`src/rtl/tmr_evt_detect_pkg.sv`:
```
// Shared event indices and types for the multi-channel timer event detector.
package tmr_evt_pkg;

  localparam int EVT_OVF = 0;
  localparam int EVT_UDF = 1;
  localparam int EVT_CMP = 2;
  localparam int NUM_EVT = 3;

  typedef logic [NUM_EVT-1:0] evt_vec_t;

  // Low 'width' bits set; saturates at 32 bits.
  function automatic logic [31:0] all_ones(input int unsigned width);
    return (width >= 32) ? 32'hFFFF_FFFF : ((32'd1 << width) - 32'd1);
  endfunction

endpackage

```
`src/rtl/tmr_evt_detect_ch.sv`:
```
// One timer channel: overflow/underflow/compare-edge detection, sticky W1C flags
// and an overrun flag for events that land on an already-set flag.
module tmr_evt_ch
  import tmr_evt_pkg::*;
#(
  parameter int DATA_WIDTH = 8
) (
  input  logic                  pclk,
  input  logic                  preset_n,
  input  logic [DATA_WIDTH-1:0] tcnt,
  input  logic [DATA_WIDTH-1:0] tcmp,
  input  logic                  cnt_en,
  input  logic                  cnt_dn,
  input  evt_vec_t              clr,
  input  logic                  clr_ovr,
  output evt_vec_t              flag,
  output logic                  ovr_flag
);

  localparam logic [DATA_WIDTH-1:0] CNT_MAX = {DATA_WIDTH{1'b1}};

  logic [DATA_WIDTH-1:0] tcnt_d;
  logic                  cmp_d;
  logic                  primed;
  logic                  match;
  logic                  qual;
  evt_vec_t              evt;
  evt_vec_t              pend;

  assign match = (tcnt == tcmp);
  assign qual  = primed && cnt_en;

  always_comb begin
    evt          = '0;
    evt[EVT_OVF] = qual && !cnt_dn && (tcnt_d == CNT_MAX) && (tcnt == '0);
    evt[EVT_UDF] = qual &&  cnt_dn && (tcnt_d == '0) && (tcnt == CNT_MAX);
    evt[EVT_CMP] = qual && match && !cmp_d;
  end

  // An event hitting a flag that is still set and not being cleared is lost.
  assign pend = evt & flag & ~clr;

  always_ff @(posedge pclk or negedge preset_n) begin
    if (!preset_n) begin
      tcnt_d   <= '0;
      cmp_d    <= 1'b0;
      primed   <= 1'b0;
      flag     <= '0;
      ovr_flag <= 1'b0;
    end else begin
      tcnt_d   <= tcnt;
      cmp_d    <= match;
      primed   <= 1'b1;
      flag     <= evt | (flag & ~clr);
      ovr_flag <= (|pend) | (ovr_flag & ~clr_ovr);
    end
  end

endmodule

```
`src/rtl/tmr_evt_detect.sv`:
```
// Multi-channel timer event detector: per-channel slicing, clear-strobe gating
// and the registered, maskable interrupt request.
module tmr_evt_detect
  import tmr_evt_pkg::*;
#(
  parameter int DATA_WIDTH = 8,
  parameter int NUM_CH     = 4
) (
  input  logic                         pclk,
  input  logic                         preset_n,
  input  logic [NUM_CH*DATA_WIDTH-1:0] tcnt,
  input  logic [NUM_CH*DATA_WIDTH-1:0] tcmp,
  input  logic [NUM_CH-1:0]            cnt_en,
  input  logic [NUM_CH-1:0]            cnt_dn,
  input  logic                         clr_we,
  input  logic [NUM_CH-1:0]            clr_ovf,
  input  logic [NUM_CH-1:0]            clr_udf,
  input  logic [NUM_CH-1:0]            clr_cmp,
  input  logic [NUM_CH-1:0]            clr_ovr,
  input  logic [NUM_CH-1:0]            ie_ovf,
  input  logic [NUM_CH-1:0]            ie_udf,
  input  logic [NUM_CH-1:0]            ie_cmp,
  output logic [NUM_CH-1:0]            ovf_flag,
  output logic [NUM_CH-1:0]            udf_flag,
  output logic [NUM_CH-1:0]            cmp_flag,
  output logic [NUM_CH-1:0]            ovr_flag,
  output logic                         irq
);

  logic irq_src;

  for (genvar i = 0; i < NUM_CH; i++) begin : g_ch
    evt_vec_t clr_i;
    evt_vec_t flag_i;

    assign clr_i[EVT_OVF] = clr_we && clr_ovf[i];
    assign clr_i[EVT_UDF] = clr_we && clr_udf[i];
    assign clr_i[EVT_CMP] = clr_we && clr_cmp[i];

    tmr_evt_ch #(
      .DATA_WIDTH (DATA_WIDTH)
    ) u_ch (
      .pclk     (pclk),
      .preset_n (preset_n),
      .tcnt     (tcnt[i*DATA_WIDTH +: DATA_WIDTH]),
      .tcmp     (tcmp[i*DATA_WIDTH +: DATA_WIDTH]),
      .cnt_en   (cnt_en[i]),
      .cnt_dn   (cnt_dn[i]),
      .clr      (clr_i),
      .clr_ovr  (clr_we && clr_ovr[i]),
      .flag     (flag_i),
      .ovr_flag (ovr_flag[i])
    );

    assign ovf_flag[i] = flag_i[EVT_OVF];
    assign udf_flag[i] = flag_i[EVT_UDF];
    assign cmp_flag[i] = flag_i[EVT_CMP];
  end

  // Overrun is status only; it never raises the interrupt.
  assign irq_src = |((ovf_flag & ie_ovf) | (udf_flag & ie_udf) | (cmp_flag & ie_cmp));

  always_ff @(posedge pclk or negedge preset_n) begin
    if (!preset_n) irq <= 1'b0;
    else           irq <= irq_src;
  end

endmodule

```
`config.mk`:
```
export PLATFORM = sky130hd
export DESIGN_NAME = tmr_evt_detect
export DESIGN_NICKNAME = d
export VERILOG_FILES = /design/src/rtl/tmr_evt_detect_pkg.sv /design/src/rtl/tmr_evt_detect_ch.sv /design/src/rtl/tmr_evt_detect.sv
export SDC_FILE = /design/constraint.sdc
export NUM_CORES = 1
export LEC_CHECK = 0
export ABC_AREA = 1
export CAP_MARGIN = 20
export CORE_MARGIN = 1.5
export CORE_UTILIZATION = 45
export CTS_BUF_LIST = sky130_fd_sc_hd__clkbuf_4 sky130_fd_sc_hd__clkbuf_8 sky130_fd_sc_hd__clkbuf_16
export CTS_CLUSTER_SIZE = 30
export DETAILED_ROUTE_END_ITERATION = 8
export PLACE_DENSITY = 0.85
export SLEW_MARGIN = 15
export SYNTH_ARGS = -nofsm -noshare
export SYNTH_HDL_FRONTEND = slang
export SYNTH_SLANG_ARGS = --single-unit
```
`constraint.sdc`:
```
create_clock -name pclk -period 2.3 [get_ports pclk]
set_clock_uncertainty 0.05 [all_clocks]
set_input_delay 0.46 -clock pclk [delete_from_list [all_inputs] [get_ports pclk]]
set_output_delay 0.46 -clock pclk [all_outputs]
set_load 0.01 [all_outputs]
```
==> impl_metrics.csv <==
group,metric,value,unit
route,drt_pass1_iterations,5,
sta,period_needed,1.79,ns
clock_network,cts-root-buf,"clkbuf_8",
synthesis,synthArstFlopShare,100,%
clock_network,cts_buffer_depth,2,
clock_network,cts_tree,"built",
floorplanning,start_util,46.3,%
flow_run,drv_cap,0,
placed_design,place_congestion,0.801,
worst_setup_path,cp_max_fo,3,
worst_setup_path,cpPeakStageDelay,0.58,ns
worst_setup_path,end_kind,"output port",
synthesis,syn_area,2730,um^2
final_layout,area_growth,50.1,%
placed_design,dp_hpwl,5.40,mm
synthesis,synth_edf_count,0,
synthesis,synthFlopType,"dfrtp_1",
floorplanning,rows,28,
sta,finalMaxSlewViolations,0,
clock_network,clkSlewWorstSetupHoldPaths,0.09,ns
worst_setup_path,cp.arrival,1.28,ns
placed_design,placed_cell_area,4000,um^2
worst_hold_path,hp-class,"input port to async pin",
synthesis,synth.most_common_cell,"nand2_1",
floorplanning,die_w,80.8,um
worst_setup_path,critPathLaunchType,"flip-flop",
power,power_density,459,nW/um^2
final_layout,design_area,4090,um^2
synthesis,ys_seq_elements,54,
clock_network,clock_latency,0.30,ns
power,total_power,1.88,mW
floorplanning,die_h,80.8,um
final_layout,multi_input_area,1250,um^2
final_layout,utilization,69.5,%
clock_network,cts_hold_buf,0,
power,vdd_ir_drop_max,0.000284,V
grt,grt_max_degree,55,
synthesis,netlist_instances,339,
synthesis,yosysTopAreaCell,"dfrtp_1",
route,drc,0,
worst_setup_path,criticalPathCategory,"flip-flop to output port",
floorplanning,dieArea,6530,um^2
route,wire_per_inst,12.2,um
sta,timing.final.crit_share,77.7,%
grt,grt_pass1_vias,2444,
sta,hold_viol,0,
route,antenna_left,0,
route,drt-total-wl,6.59,mm
synthesis,yosys.area.top_type_share,49.6,%
final_layout,diodes,0,
final_layout,drive_above_1_share,4.10,%
worst_setup_path,critPathTopFamily,"buffers and inverters",
synthesis,ys_top_cells_by_count,"nand2_1, nor2_1, dfrtp_1",
grt,overflow,0,
grt,antenna_found_initial,0,
run_status,outcome,"complete, no violations",
worst_setup_path,critPathSlowestCell,"clkdlybuf4s50_1",
sta,setup_viol,0,
clock_network,post_cts_buffers,0,
synthesis,avgSynthCellArea,8.04,um^2
final_layout,num-fill-cells,477,
floorplanning,ioPinCount,120,
sta,tns,0,ns
sta,rsz0062_at_grt,"no",
route,drt_iter0_markers,61,
worst_setup_path,crit_path_cell_trace,"clkdlybuf4s50_1",
clock_network,cts_buffers,5,
sta,max_freq,560,MHz
worst_setup_path,cp_num_buf_inv,1,
grt,grt_pass1_wl,10.4,mm
floorplanning,core_area,5890,um^2
clock_network,cts_resized,0,
route,viasPerCell,4.77,
synthesis,synthesis.nets,442,
synthesis,netlist_top_cells_area,"dfrtp_1, nand2_1, xor2_1",
final_layout,layout.nets,565,
clock_network,cts.sink_count,54,
synthesis,yosysUniqueCellTypes,19,
synthesis,yosysSeqAreaShare,49.6,%
worst_setup_path,critPathRequiredTime,1.79,ns
power,p_leak,1.91,nW
placed_design,port_buffers,119,
grt,grt_use_total,21.2,%
clock_network,htreeDepth,2,
route,via_count,2564,
sta,hold_slack,0.0794,ns
final_layout,seq_area,1350,um^2
synthesis,synth-warning-count,0,
-- sequential cells by signal, summed over array words and instances (netlist names) --
register	cells
g_ch.u_ch.primed	1
irq	1
g_ch.u_ch.cmp_d	4
g_ch.u_ch.ovr_flag	4
g_ch.u_ch.tcnt_d	32
g_ch.u_ch.flag	12
-- per-stage QoR --
stage / std cells / worst slack [ns]
floorplan: 339 / 1.18
global placement: 530 / 0.473
detailed placement: 530 / 0.413
CTS: 538 / 0.500
global route: 538 / 0.456
finish: 538 / 0.513
-- per-layer routing --
layer / GRT usage [%] / part of all wire (%) / up-vias
li1: - / - / 1301
met1: 24.6 / 40 / 1142
met5: 0 / 0 / -
met4: 11.4 / 3.2 / 0
met3: 3.93 / 7.3 / 20
met2: 36.8 / 50 / 101
-- path summary, 6_finish.rpt --
check / slack, ns / cells after the start / end / from
setup / recovery: 0.51 / 1 / cmp_flag[0] / g_ch[0].u_ch.flag[2]$_DFF_PN0_
setup reg to reg: 1.05 / 8 / g_ch[2].u_ch.ovr_flag$_DFF_PN0_ / g_ch[3].u_ch.primed$_DFF_PN0_
hold reg to reg: 0.46 / 3 / g_ch[1].u_ch.flag[2]$_DFF_PN0_ / g_ch[1].u_ch.cmp_d$_DFF_PN0_
max in group asynchronous: 1.88 / 2 / g_ch[1].u_ch.tcnt_d[1]$_DFF_PN0_ / preset_n
hold / removal: 0.08 / 2 / g_ch[2].u_ch.tcnt_d[1]$_DFF_PN0_ / preset_n
min in group pclk: 0.46 / 3 / g_ch[1].u_ch.flag[2]$_DFF_PN0_ / g_ch[1].u_ch.cmp_d$_DFF_PN0_
-- power breakdown --
group	internal, mW	switching (mW)	total, mW	leakage (nW)
clock network	0.242	0.294	0.537	0.0472
logic	0.209	0.137	0.346	1.19
registers	0.979	0.0162	0.995	0.678
total	1.43	0.448	1.88	1.91
-- layout make-up --
cell class,count,area share [%]
sequential,54,33.0
multi-input combinational,256,30.5
timing repair buffer,121,29.7
tap,75,2.29
inverter,24,2.20
clock buffer,6,2.02
clock inverter,2,0.306
-- cell usage in the layout (no fill, tap or decap), types with 3 or more instances in the layout --
master | synthesis | layout
a21boi_0 | 3 | 3
and2_0 | 3 | 3
clkbuf_8 | 0 | 6
clkdlybuf4s50_1 | 0 | 118
dfrtp_1 | 54 | 54
inv_1 | 24 | 24
nand2_1 | 102 | 102
nand3_1 | 12 | 12
nand3b_1 | 3 | 3
nand4_1 | 10 | 10
nor2_1 | 68 | 68
nor2_2 | 6 | 6
nor3_1 | 6 | 6
o21ai_0 | 3 | 3
xor2_1 | 32 | 32
-- kinds of logic (layout without fill, tap and decap cells) --
| kind of cell | Yosys count | in the layout | synth area share, % |
|---|---|---|---|
| AOI/OAI and AO/OA | 11 | 11 | 2.94 |
| other | 1 | 1 | 0.138 |
| DFF | 54 | 54 | 49.6 |
| xor gates and xnor gates | 32 | 32 | 10.3 |
| buffers and inverters | 29 | 153 | 4.68 |
| and+or+nand+nor | 212 | 212 | 32.4 |
Power figures use the tool's default switching activity.
